`src/rtl/squared_pipe.sv`:
```
// squared_pipe: pipelined magnitude-square stage with round, shift and saturate.
// Valid/ready handshake with full-pipeline stall and a sticky saturation counter.
module squared_pipe #(
  parameter int DATA_WIDTH  = 11,
  parameter int OUT_WIDTH   = 11,
  parameter int SHIFT       = 9,
  parameter int PIPE_STAGES = 2,
  parameter bit SIGNED_IN   = 1'b1,
  parameter int CNT_WIDTH   = 16
) (
  input  logic                  clk,
  input  logic                  rst,
  input  logic                  in_valid,
  output logic                  in_ready,
  input  logic [DATA_WIDTH-1:0] in_data,
  input  logic                  round_en,
  output logic                  out_valid,
  input  logic                  out_ready,
  output logic [OUT_WIDTH-1:0]  out_data,
  output logic                  out_sat,
  input  logic                  clr_stats,
  output logic [CNT_WIDTH-1:0]  sat_count
);

  localparam int PW = 2 * DATA_WIDTH;
  localparam int QW = PW + 1;
  localparam int HS = (SHIFT > 0) ? SHIFT - 1 : 0;
  localparam logic [QW-1:0] HALF =
    (SHIFT > 0) ? (QW'(1) << HS) : '0;

  logic                   adv;
  logic                   xfer_in;
  logic [PIPE_STAGES-1:0] vld;

  assign adv       = !out_valid || out_ready;
  assign in_ready  = adv && !rst;
  assign xfer_in   = in_valid && in_ready;
  assign out_valid = vld[PIPE_STAGES-1];

  function automatic logic [DATA_WIDTH-1:0] mag(
    input logic [DATA_WIDTH-1:0] x
  );
    if (SIGNED_IN && x[DATA_WIDTH-1]) return -x;
    else return x;
  endfunction

  function automatic logic [PW-1:0] sq(
    input logic [DATA_WIDTH-1:0] m
  );
    return {{DATA_WIDTH{1'b0}}, m} * {{DATA_WIDTH{1'b0}}, m};
  endfunction

  // {sat, data}; the sum is one bit wider than p so rounding cannot wrap
  function automatic logic [OUT_WIDTH:0] fin(
    input logic [PW-1:0] p,
    input logic          rnd
  );
    logic [QW-1:0]        q;
    logic                 sat;
    logic [OUT_WIDTH-1:0] d;
    q   = ({1'b0, p} + (rnd ? HALF : '0)) >> SHIFT;
    sat = |(q >> OUT_WIDTH);
    d   = sat ? '1 : OUT_WIDTH'(q);
    return {sat, d};
  endfunction

  generate
    if (PIPE_STAGES == 1) begin : g_one
      always_ff @(posedge clk) begin
        if (rst) begin
          vld      <= '0;
          out_sat  <= 1'b0;
          out_data <= '0;
        end else if (adv) begin
          vld                 <= xfer_in;
          {out_sat, out_data} <= fin(sq(mag(in_data)), round_en);
        end
      end
    end else if (PIPE_STAGES == 2) begin : g_two
      logic [DATA_WIDTH-1:0] m_q;
      logic                  r_q;

      always_ff @(posedge clk) begin
        if (rst) begin
          vld      <= '0;
          m_q      <= '0;
          r_q      <= 1'b0;
          out_sat  <= 1'b0;
          out_data <= '0;
        end else if (adv) begin
          vld                 <= {vld[0], xfer_in};
          m_q                 <= mag(in_data);
          r_q                 <= round_en;
          {out_sat, out_data} <= fin(sq(m_q), r_q);
        end
      end
    end else begin : g_deep
      logic [DATA_WIDTH-1:0] m_q;
      logic                  r_q [PIPE_STAGES-1];
      logic [PW-1:0]         p_q [PIPE_STAGES-2];

      always_ff @(posedge clk) begin
        if (rst) begin
          vld      <= '0;
          m_q      <= '0;
          out_sat  <= 1'b0;
          out_data <= '0;
          for (int k = 0; k < PIPE_STAGES - 1; k++)
            r_q[k] <= 1'b0;
          for (int k = 0; k < PIPE_STAGES - 2; k++)
            p_q[k] <= '0;
        end else if (adv) begin
          vld    <= {vld[PIPE_STAGES-2:0], xfer_in};
          m_q    <= mag(in_data);
          r_q[0] <= round_en;
          for (int k = 1; k < PIPE_STAGES - 1; k++)
            r_q[k] <= r_q[k-1];
          p_q[0] <= sq(m_q);
          for (int k = 1; k < PIPE_STAGES - 2; k++)
            p_q[k] <= p_q[k-1];
          {out_sat, out_data} <=
            fin(p_q[PIPE_STAGES-3], r_q[PIPE_STAGES-2]);
        end
      end
    end
  endgenerate

  // clear wins over a same-cycle increment; count sticks at all-ones
  always_ff @(posedge clk) begin
    if (rst || clr_stats)
      sat_count <= '0;
    else if (out_valid && out_ready && out_sat && !(&sat_count))
      sat_count <= sat_count + 1'b1;
  end

endmodule

```
`config.mk`:
```
export PLATFORM = sky130hd
export DESIGN_NAME = squared_pipe
export DESIGN_NICKNAME = d
export VERILOG_FILES = /design/src/rtl/squared_pipe.sv
export SDC_FILE = /design/constraint.sdc
export NUM_CORES = 1
export LEC_CHECK = 0
export ABC_CLOCK_PERIOD_IN_PS = 7900
export BUFFER_PORTS_ARGS = -buffer_cell sky130_fd_sc_hd__buf_2
export CAP_MARGIN = 20
export CORE_ASPECT_RATIO = 0.9
export CORE_UTILIZATION = 65
export DETAILED_ROUTE_END_ITERATION = 12
export GPL_ROUTABILITY_DRIVEN = 1
export PLACE_DENSITY = 0.84
export RECOVER_POWER = 50
export SKIP_CTS_REPAIR_TIMING = 1
export SYNTH_ARGS = -nofsm -noshare
export SYNTH_HDL_FRONTEND = slang
export SYNTH_SLANG_ARGS = --single-unit
```
`constraint.sdc`:
```
create_clock -name clk -period 7.9 [get_ports clk]
set_input_delay 0 -clock clk [delete_from_list [all_inputs] [get_ports clk]]
set_output_delay 0 -clock clk [all_outputs]
set_load 0.01 [all_outputs]
```
==> impl_metrics.tcl <==
set metrics [dict create \
    fin_ws_ns 1.65 \
    start_kind "flop" \
    synthCells 604 \
    clk_path_buf_depth 2 \
    globalRoute.totalOverflow 0 \
    ys_types 48 \
    core.rowCount 30 \
    grt_util_all_layers_pct 28.6 \
    hold_end "g_two.m_q[0]" \
    cts_buffers 5 \
    maxSlewViolCount 35 \
    num_vias 4071 \
    grt_max_degree 36 \
    cts_tree "yes" \
    fin_area_um2 5540 \
    worst-path-max-fanout 15 \
    dr.first_iter.drc_count 195 \
    yosysTopAreaCellShare_pct 24.2 \
    p_seq_share_pct 34.2 \
    synthTopCellsByCount "113 x inv_1, 63 x fa_1, 61 x ha_1, 53 x nor2_1, 45 x nand2_1" \
    synth_edf_count 0 \
    place_area_um2 5470 \
    max_cap_violations 1 \
    synth_area_per_cell_um2 8.64 \
    yosysSeqAreaShare_pct 16.1 \
    place_congestion 0.893 \
    power.switching_uw 316 \
    grt_first_pass_wirelength_mm 18.8 \
    required_ns 8.03 \
    setup_viol 0 \
    p_per_area_nw_per_um2 138 \
    endpoint_kind "flop" \
    r2r_start "g_two.m_q[4]" \
    die_x_um 96.5 \
    area_growth_pct 6.19 \
    ys_seq_elements 42 \
    clkTransAtPathRegs_ns 0.08 \
    io_buffers 46 \
    netlist_area_um2 5220 \
    status "complete, but fails checks" \
    dp.cells 720 \
    final_nets 774 \
    ir_drop_v 0.000112 \
    leakagePower_uw 0.00272 \
    ant_nets 0 \
    pin_count 47 \
    worstSetupPathType "reg -> reg" \
    drc 0 \
    hold-path-cell-count 3 \
    final_cells 730 \
    dr.pass1.iters 4 \
    slew-limit-headroom_pct -0.313 \
    synthArstFlopShare_pct 0 \
    viasPerCell 5.58 \
    htree_levels 2 \
    power_frac_comb_pct 46.8 \
    p_clk_share_pct 19.0 \
    period_share_pct 79.1 \
    die_h_um 87.0 \
    timing.rr.end "out_data[6]" \
    fillers 629 \
    first_global_vias 4183 \
    yosysMostFrequentCell "inv_1" \
    antenna_cells 0 \
    rr_worst_depth 19 \
    hold_viol 1 \
    period_needed_ns 6.25 \
    drt-total-wl_mm 10.7 \
    cp.arrival_ns 6.38 \
    hold_class "in -> reg" \
    synth_nets 745 \
    intPower_uw 449 \
    core_area_um2 7660 \
    netlist_top_cells_area "fa_1 24%, dfxtp_1 16%, ha_1 15%, inv_1 8.1%, and2_1 4.4%" \
    whs_ns -0.0320 \
    root_buffer "clkbuf_8" \
    wl_per_cell_um 14.7 \
    ys.flop_type "dfxtp_1" \
    place_ws_ns 1.70 \
    switching_share_pct 41.3 \
    fin_setup_tns_ns 0 \
    rrSetupSlack_ns 1.65 \
    finClkSkew_ns 0.00404 \
    hp-start "in_data[0]" \
    clock.fmax_mhz 160 \
    drive_above_1_share_pct 6.15 \
    synth_top_cell_by_area "fa_1" \
    hpwlAfterDp_mm 8.70 \
    grt_antenna_before_repair 0 \
    fp.dieArea_um2 8390 \
    clk_latency_ns 0.29 \
    clock-sinks 42 \
    yosysWarningCount 0 \
    tightest_slew_ns 1.50 \
    violations "negative hold slack, max-capacitance violations, max-slew violations" \
    rsz0062_at_grt "no" \
    start_util_pct 68.2 \
]
-- metrics by stage --
stage          total power (uW)  util [%]
2_1_floorplan               531         -
3_3_place_gp                615      71.4
3_5_place_dp                625      71.4
6_report                    765      72.4
5_1_grt                     839      72.4
4_1_cts                     772      72.6
-- logic make-up after synthesis --
logic type,after synthesis,synth area share [%]
and+or+nand+nor,186,17.5
adders and majority gates,124,38.8
xor gates and xnor gates,36,6.04
AOI/OAI and AO/OA,72,10.5
DFF,42,16.1
buffers and inverters,140,10.2
muxes,4,0.791
-- registers in the layout, summed over array words and instances, names as in the netlist --
name	flops
g_two.m_q	11
g_two.r_q	1
out_data	11
out_sat	1
sat_count	16
vld	2
-- layer usage --
layer	GRT usage [%]	part of all wire, %	up-vias
met2	50.7	51	98
met5	0	0	-
met4	5.21	0.76	0
met1	37.2	44	1974
li1	-	-	1988
met3	4.10	4.8	11
-- worst max-delay path by stage --
stage	to	slack [ns]	start	cells after the start
2_1_floorplan	out_data[4]	2.45	g_two.m_q[2]	20
3_3_place_gp	out_data[4]	1.93	g_two.m_q[2]	17
3_5_place_dp	out_data[4]	1.70	g_two.m_q[2]	17
4_1_cts	out_data[6]	1.69	g_two.m_q[2]	17
5_1_grt	out_data[8]	1.29	g_two.m_q[2]	17
6_report	out_data[6]	1.65	g_two.m_q[4]	19
-- power by group through the flow --
stage | clock network, uW | logic [uW] | registers [uW]
final | 145 | 358 | 261
after global routing | 158 | 417 | 264
after CTS | 147 | 366 | 260
after detailed placement | 0 | 362 | 264
after global placement | 0 | 352 | 263
after floorplan | 0 | 274 | 257
-- cells in the final DEF (no fill, tap or decap), drive strengths merged, types with 2 or more instances in the layout --
master	instances
a211o	2
a211oi	20
a21o	2
a21oi	19
a311oi	2
a31o	2
and2	38
and3	2
and4	3
buf	17
clkbuf	36
dfxtp	42
dlygate4sd3	2
fa	63
ha	61
inv	113
mux2i	3
nand2	45
nand2b	3
nand3	12
nand4	9
nor2	53
nor2b	5
nor3	3
o211ai	4
o21ai	10
o31ai	4
or2	2
or3	8
xnor2	14
xor2	22
-- final cells by class --
cell class / instances / area, um^2 / share of cell area, %
multi-input combinational: 422 / 3840 / 69.4
inverter: 113 / 424 / 7.65
clock inverter: 2 / 12.5 / 0.226
clock buffer: 6 / 82.6 / 1.49
sequential: 42 / 841 / 15.2
tap: 96 / 120 / 2.17
timing repair buffer: 49 / 218 / 3.93
-- worst max-delay path: stages, from the launching register on --
cell and delay [ns]:
dfxtp_1 0.71, nand2_1 0.21, xnor2_1 0.18, ha_1 0.30
fa_1 0.51, inv_1 0.05, fa_1 0.47, inv_1 0.06
fa_1 0.53, inv_1 0.05, fa_1 0.52, inv_1 0.04
ha_1 0.34, a21oi_1 0.24, o211ai_2 0.17, a2111oi_4 0.43
o31ai_2 0.12, xor2_1 0.18, o31ai_2 0.78, a211oi_1 0.18
(Power assumes the default switching activity.)
